===== config.mk =====
export PLATFORM = sky130hd
export DESIGN_NAME = digit_serial_addsub
export DESIGN_NICKNAME = d
export VERILOG_FILES = /design/src/rtl/digit_serial_addsub.sv
export SDC_FILE = /design/constraint.sdc
export NUM_CORES = 1
export LEC_CHECK = 0
export ABC_AREA = 1
export CAP_MARGIN = 20
export CELL_PAD_IN_SITES_DETAIL_PLACEMENT = 0
export CELL_PAD_IN_SITES_GLOBAL_PLACEMENT = 1
export CORE_MARGIN = 2
export CORE_UTILIZATION = 35
export CTS_BUF_LIST = sky130_fd_sc_hd__clkbuf_16
export DETAILED_ROUTE_END_ITERATION = 7
export GPL_TIMING_DRIVEN = 0
export PLACE_DENSITY_LB_ADDON = 0.1
export SKIP_LAST_GASP = 1
export SYNTH_ARGS = -nofsm -noshare
export SYNTH_HDL_FRONTEND = slang
export SYNTH_SLANG_ARGS = --single-unit
export TNS_END_PERCENT = 10

===== constraint.sdc =====
create_clock -name clk -period 2.8 [get_ports clk]
set_input_delay 0.28 -clock clk [delete_from_list [all_inputs] [get_ports clk]]
set_output_delay 0.28 -clock clk [all_outputs]
set_load 0.01 [all_outputs]

===== src/rtl/digit_serial_addsub.sv =====
// Digit-serial adder/subtractor: processes a WIDTH-bit operand pair DIGIT bits per
// clock, LSB digit first, with a start/busy/done handshake and signed-overflow flag.
// Subtraction is a + ~b + ~cin, so cout=1 means "no borrow".
module digit_serial_addsub #(
    parameter int unsigned WIDTH = 64,
    parameter int unsigned DIGIT = 8
) (
    input  logic             clk,
    input  logic             rst,
    input  logic             start,
    input  logic             sub,
    input  logic [WIDTH-1:0] a,
    input  logic [WIDTH-1:0] b,
    input  logic             cin,
    output logic             busy,
    output logic             done,
    output logic [WIDTH-1:0] sum,
    output logic             cout,
    output logic             ovf
);

    localparam int unsigned NDIG = WIDTH / DIGIT;
    localparam int unsigned CntW = (NDIG > 1) ? $clog2(NDIG) : 1;
    localparam logic [CntW-1:0] LastCnt = CntW'(NDIG - 1);

    typedef enum logic [0:0] {StIdle, StRun} state_e;

    state_e           state_q;
    logic [WIDTH-1:0] a_q;
    logic [WIDTH-1:0] b_q;
    logic             carry_q;
    logic [CntW-1:0]  cnt_q;

    logic [DIGIT:0]   dsum;
    logic             carry_into_msb;
    logic [WIDTH-1:0] res_d;

    // Per-digit adder and carry into the top bit of the current digit
    always_comb begin
        dsum = {1'b0, a_q[DIGIT-1:0]} + {1'b0, b_q[DIGIT-1:0]} + {{DIGIT{1'b0}}, carry_q};
        // Only meaningful on the last digit, where bit DIGIT-1 is bit WIDTH-1
        carry_into_msb = a_q[DIGIT-1] ^ b_q[DIGIT-1] ^ dsum[DIGIT-1];
    end

    // Result accumulator holds the previously completed digits; the current digit is
    // spliced on top so the full result is available on the final RUN edge.
    generate
        if (NDIG > 1) begin : g_shift
            logic [WIDTH-1:DIGIT] acc_q;

            assign res_d = {dsum[DIGIT-1:0], acc_q};

            // Shift each finished digit into the top of the accumulator
            always_ff @(posedge clk) begin
                if (rst) begin
                    acc_q <= '0;
                end else if (state_q == StRun) begin
                    acc_q <= res_d[WIDTH-1:DIGIT];
                end
            end
        end else begin : g_single
            assign res_d = dsum[DIGIT-1:0];
        end
    endgenerate

    // Control FSM, operand shifters, carry and registered outputs
    always_ff @(posedge clk) begin
        if (rst) begin
            state_q <= StIdle;
            a_q     <= '0;
            b_q     <= '0;
            carry_q <= 1'b0;
            cnt_q   <= '0;
            busy    <= 1'b0;
            done    <= 1'b0;
            sum     <= '0;
            cout    <= 1'b0;
            ovf     <= 1'b0;
        end else begin
            done <= 1'b0;
            case (state_q)
                StIdle: begin
                    if (start) begin
                        a_q     <= a;
                        b_q     <= sub ? ~b : b;
                        carry_q <= cin ^ sub;
                        cnt_q   <= '0;
                        busy    <= 1'b1;
                        state_q <= StRun;
                    end
                end
                StRun: begin
                    a_q     <= a_q >> DIGIT;
                    b_q     <= b_q >> DIGIT;
                    carry_q <= dsum[DIGIT];
                    cnt_q   <= cnt_q + CntW'(1);
                    if (cnt_q == LastCnt) begin
                        sum     <= res_d;
                        cout    <= dsum[DIGIT];
                        ovf     <= carry_into_msb ^ dsum[DIGIT];
                        done    <= 1'b1;
                        busy    <= 1'b0;
                        state_q <= StIdle;
                    end
                end
                default: state_q <= StIdle;
            endcase
        end
    end

endmodule


## Word level (Yosys, flattened, before mapping)

Cells that the tools add are included.

| storage, ports and cells | value |
|---|---|
| input bits | 133 |
| bits in registers | 257 |

| cells by class | value |
|---|---|
| equal/unequal tests | 3 |
| bitwise operators | 6 |
| muxes and demuxes | 16 |
| reduce and logical (&&, ||, !) cells | 3 |
| $add $sub $neg | 3 |

Operators by type and width:

| kind | count |
|---|---|
| $pmux W64 S2 | 2 |
| $mux W64 | 3 |
| $not A64 Y64 | 1 |
| $add A8 B8 Y9 | 1 |
| $add A9 B1 Y9 | 1 |
| $mux W1 | 6 |
| $pmux W1 S2 | 3 |
| $pmux W3 S2 | 1 |
| $reduce_and A2 Y1 | 2 |
| $xor A1 B1 Y1 | 4 |
| $add A3 B1 Y3 const B | 1 |
| $eq A3 B3 Y1 const B | 1 |
| $mux W3 | 1 |
| $ne A2 B1 Y1 const B | 1 |
| $ne A2 B2 Y1 const B | 1 |
| $reduce_or A2 Y1 | 1 |
| $not A1 Y1 | 1 |

## Logic depth before layout (Yosys ltp)

| logic depth | value |
|---|---|
| word-level depth | 4 |
| gate-level depth with buffers | 11 |
| depth with buffers taken out | 11 |

## Least setup slack after synthesis

No wires, ideal clock.

| timing | value |
|---|---|
| kind | register -> register |
| start point | register a_q[0] |
| end point | register g_shift.acc_q[60] (netlist bit) |
| required time | 2.691 ns |
| path buffers | 0 |
| stages on the path, launching flop included | 10 |
| slack | 1.012 ns |
| arrival | 1.679 ns |
| library setup time | 0.109 ns |
| cells stage by stage | dfxtp_1 -> fa_1 -> fa_1 -> nand2_1 -> nand2_1 -> nand2_1 -> xor2_1 -> nand2_1 -> nand2_1 -> inv_1 |

| on the way | value |
|---|---|
| longest elaborated chain between the ends | 2 |

Ends and longest elaborated chain:

| element | line | text |
|---|---|---|
| start, declared | 29 | `logic [WIDTH-1:0] a_q;` |
| start signal, assigned | 93 | `a_q <= a_q >> DIGIT;` |
| $add A8 B8 Y9 | 40 | `dsum = {1'b0, a_q[DIGIT-1:0]} + {1'b0, b_q[DIGIT-1:0]} + {{DIGIT{1'b0}}, carry_q};` |
| $add A9 B1 Y9 | 40 |  |
| end signal, assigned | 58 | `acc_q <= res_d[WIDTH-1:DIGIT];` |
| end, declared | 49 | `logic [WIDTH-1:DIGIT] acc_q;` |

Every way passes these cells.
A chain may end at the register's enable or synchronous reset.

## Worst setup path in the final report

Ends and elaborated chain as after synthesis.

==> out/qor.yml <==
crit_path_max_fanout: 3
clock_latency_ns: 0.54
drt-total-wl_mm: 30.8
synth_area_leaders: "dfxtp_1 48%, nand2_1 17%, xor2_1 5.5%, inv_1 3.6%, a31oi_1 3.3%"
cts_tree: "done"
critical-path-top-delay-family: "adder cells"
yosys.area_share.xor_xnor_pct: 5.59
grt_start_max_net_pins: 14
yosysSeqAreaShare_pct: 48.3
ys_ff_latch: 257
setup_tns_ns: 0
numCtsBuffers: 28
grt_first_pass_wirelength_mm: 47.6
wire_per_inst_um: 15.4
relSlewSlack_pct: 61.8
synth-compound-area-share_pct: 15.2
syn_area_per_cell_um2: 7.83
place_area_um2: 13100
synth.distinct_cells: 29
cp.required_ns: 3.24
p_leak_nw: 6.10
dp_hpwl_mm: 23.1
design_power_total_mw: 8.49
diodes: 0
crit_chain: "fa_1 > fa_1 > nand2_1 > nand2_1 > nand2_1 > xor2_1 > nand2_1 > nand2_1 > inv_1"
synthMuxAreaShare_pct: 0
setup_viol: 0
core_area_um2: 29800
overflow: 0
grt_antenna_before_repair: 0
synth_top_family_by_area: "simple AND/OR/NAND/NOR gates"
finalCritPeriodShare_pct: 72.8
synth_area_um2: 10700
hold_viol_final: 0
cts_max_level: 1
synthAdderAreaFrac_pct: 1.43
worst_pin_slew_ns: 0.574
slowest_delay_ns: 0.45
nNetsFinal: 1733
vias: 9327
grt_usage_pct: 19.1
crit_top_cell: "nand2_1"
yosys_warnings: 0
syn_nets: 1504
yosys.area_share.simple_pct: 20.3
power.density_nw_per_um2: 606
clkTransAtPathRegs_ns: 0.06
syn_to_final_growth_pct: 31.5
grt_pass1_vias: 8988
finClkSkew_ns: 0.0132
die_height_um: 178
dieArea_um2: 31800
start_kind: "flop"
post_cts_buffers: 0
ios: 201
design_area_um2: 14000
fp.dieW_um: 178
layout-drive-gt1-share_pct: 7.08
hp-class: "in2reg"
worst-path-buf-inv: 1
maxCapViolCount: 0
synth_top_cell_by_area: "dfxtp_1"
initial_core_util_pct: 35.8
dr.pass1.iters: 5
ant_nets: 0
worstSetupPathType: "reg2reg"
drt_first_iter_violations: 513
drc: 0
core.rowCount: 63
numPortBuffers: 199
place.gp.congestion: 0.801
cts_resized: 0
cp.arrival_ns: 2.48
final-max-slew-violation-count: 0
vias_per_cell: 4.66
clk_path_buf_depth: 3
synthCells: 1360
peakVddDrop_uv: 498
timing.fmax_ghz: 0.491
synth_top_area_share_pct: 48.3
status: "finished, final reports clean"
root_buffer: "clkbuf_16"
cts_num_sinks: 257
critical-path-slowest-cell: "fa_1"
ctsHoldBuffers: 0
period_minus_slack_ns: 2.04
rsz0062_at_grt: "no"
nFillCells: 3072
end_kind: "flop"
[path summary, 6_finish.rpt]
kind | from | to | slack [ns] | cells after the start
setup / recovery | a_q[0] | g_shift.acc_q[60] | 0.76 | 9
hold / removal | sub | b_q[2] | 0.23 | 4
setup reg to reg | a_q[0] | g_shift.acc_q[60] | 0.76 | 9
hold reg to reg | sum[50] | sum[50] | 0.45 | 2
[placed cells by master (no fill, tap or decap)]
cell,count
nand2_1,474
dfxtp_1,257
clkdlybuf4s50_1,199
inv_1,108
xor2_1,67
o21ai_0,65
a21oi_1,61
a31oi_1,56
nor2_1,47
buf_2,35
a22o_1,35
a22oi_1,33
nand3_1,30
clkbuf_16,29
clkbuf_1,25
buf_6,18
o21ai_1,16
ha_1,9
buf_4,8
clkinv_1,8
clkinv_2,7
inv_2,4
clkbuf_4,4
buf_1,3
fa_1,2
bufinv_16,2
inv_4,1
or2_2,1
nand3b_1,1
xnor2_1,1
nand2_2,1
nor2_4,1
nor2_2,1
nor2_8,1
clkinvlp_4,1
[state kept, by name (all words and copies together), names as in the netlist]
signal,flops
carry_q,1
done,1
cnt_q,3
sum,64
ovf,1
cout,1
state_q,1
g_shift.acc_q,56
b_q,64
busy,1
a_q,64
[routing by layer]
metal  GRT usage, %  wire, um  vias up
li1               -         -     4837
met1           25.2     14200     4252
met2           32.9     14700      193
met3           2.60      1350       45
met4           4.40       584        0
met5              0         0        -
[tightest hold or removal path, cell delays in order]
cell	delay (ns)
buf_4	0.21
xor2_1	0.10
nand2_1	0.05
a31oi_1	0.06
[synthesized netlist by cell type]
cell type	instances
clkbuf_1	25
a21oi_1	61
xnor2_1	1
o21ai_0	65
inv_4	1
dfxtp_1	257
a22o_1	35
inv_1	103
buf_6	18
nor2_1	47
buf_2	35
buf_1	3
inv_2	4
nand2_1	474
nor2_2	1
or2_2	1
nor2_4	1
nand3b_1	1
nand3_1	30
a31oi_1	56
buf_4	8
o21ai_1	16
nor2_8	1
ha_1	9
nand2_2	1
a22oi_1	33
xor2_1	67
fa_1	2
clkbuf_4	4
[cell families after synthesis]
kind of cell               count (synthesis)
AOI/OAI and AO/OA                        266
xor gates and xnor gates                  68
adders and majority gates                 11
buffers and inverters                    201
DFF                                      257
and+or+nand+nor                          557
[through the flow]
| stage | cells | hold slack (ns) | setup slack, ns | utilization (%) |
|---|---|---|---|---|
| after floorplan | 1360 | 0.423 | 1.01 | - |
| after global placement | 1949 | 0.448 | 0.743 | 44.1 |
| after detailed placement | 1949 | 0.449 | 0.744 | 44.1 |
| after CTS | 2001 | 0.211 | 0.737 | 47.0 |
| after global routing | 2001 | 0.252 | 0.614 | 47.0 |
| final | 2001 | 0.231 | 0.763 | 47.0 |
[report_power, final]
| group | total (mW) | internal [mW] | switching [mW] |
|---|---|---|---|
| clock network | 3.54 | 2.04 | 1.49 |
| registers | 3.96 | 3.84 | 0.116 |
| logic | 0.995 | 0.443 | 0.552 |
| total | 8.49 | 6.33 | 2.16 |
[area by class of cell]
| cell class | count | area [um^2] | area share [%] |
|---|---|---|---|
| buffer | 93 | 573 | 4.09 |
| clock buffer | 29 | 726 | 5.18 |
| clock inverter | 23 | 151 | 1.08 |
| inverter | 108 | 408 | 2.91 |
| multi-input combinational | 902 | 4530 | 32.3 |
| sequential | 257 | 5140 | 36.7 |
| tap | 390 | 488 | 3.48 |
| timing repair buffer | 199 | 1990 | 14.2 |
No activity file was read; power rests on OpenSTA's default activity.
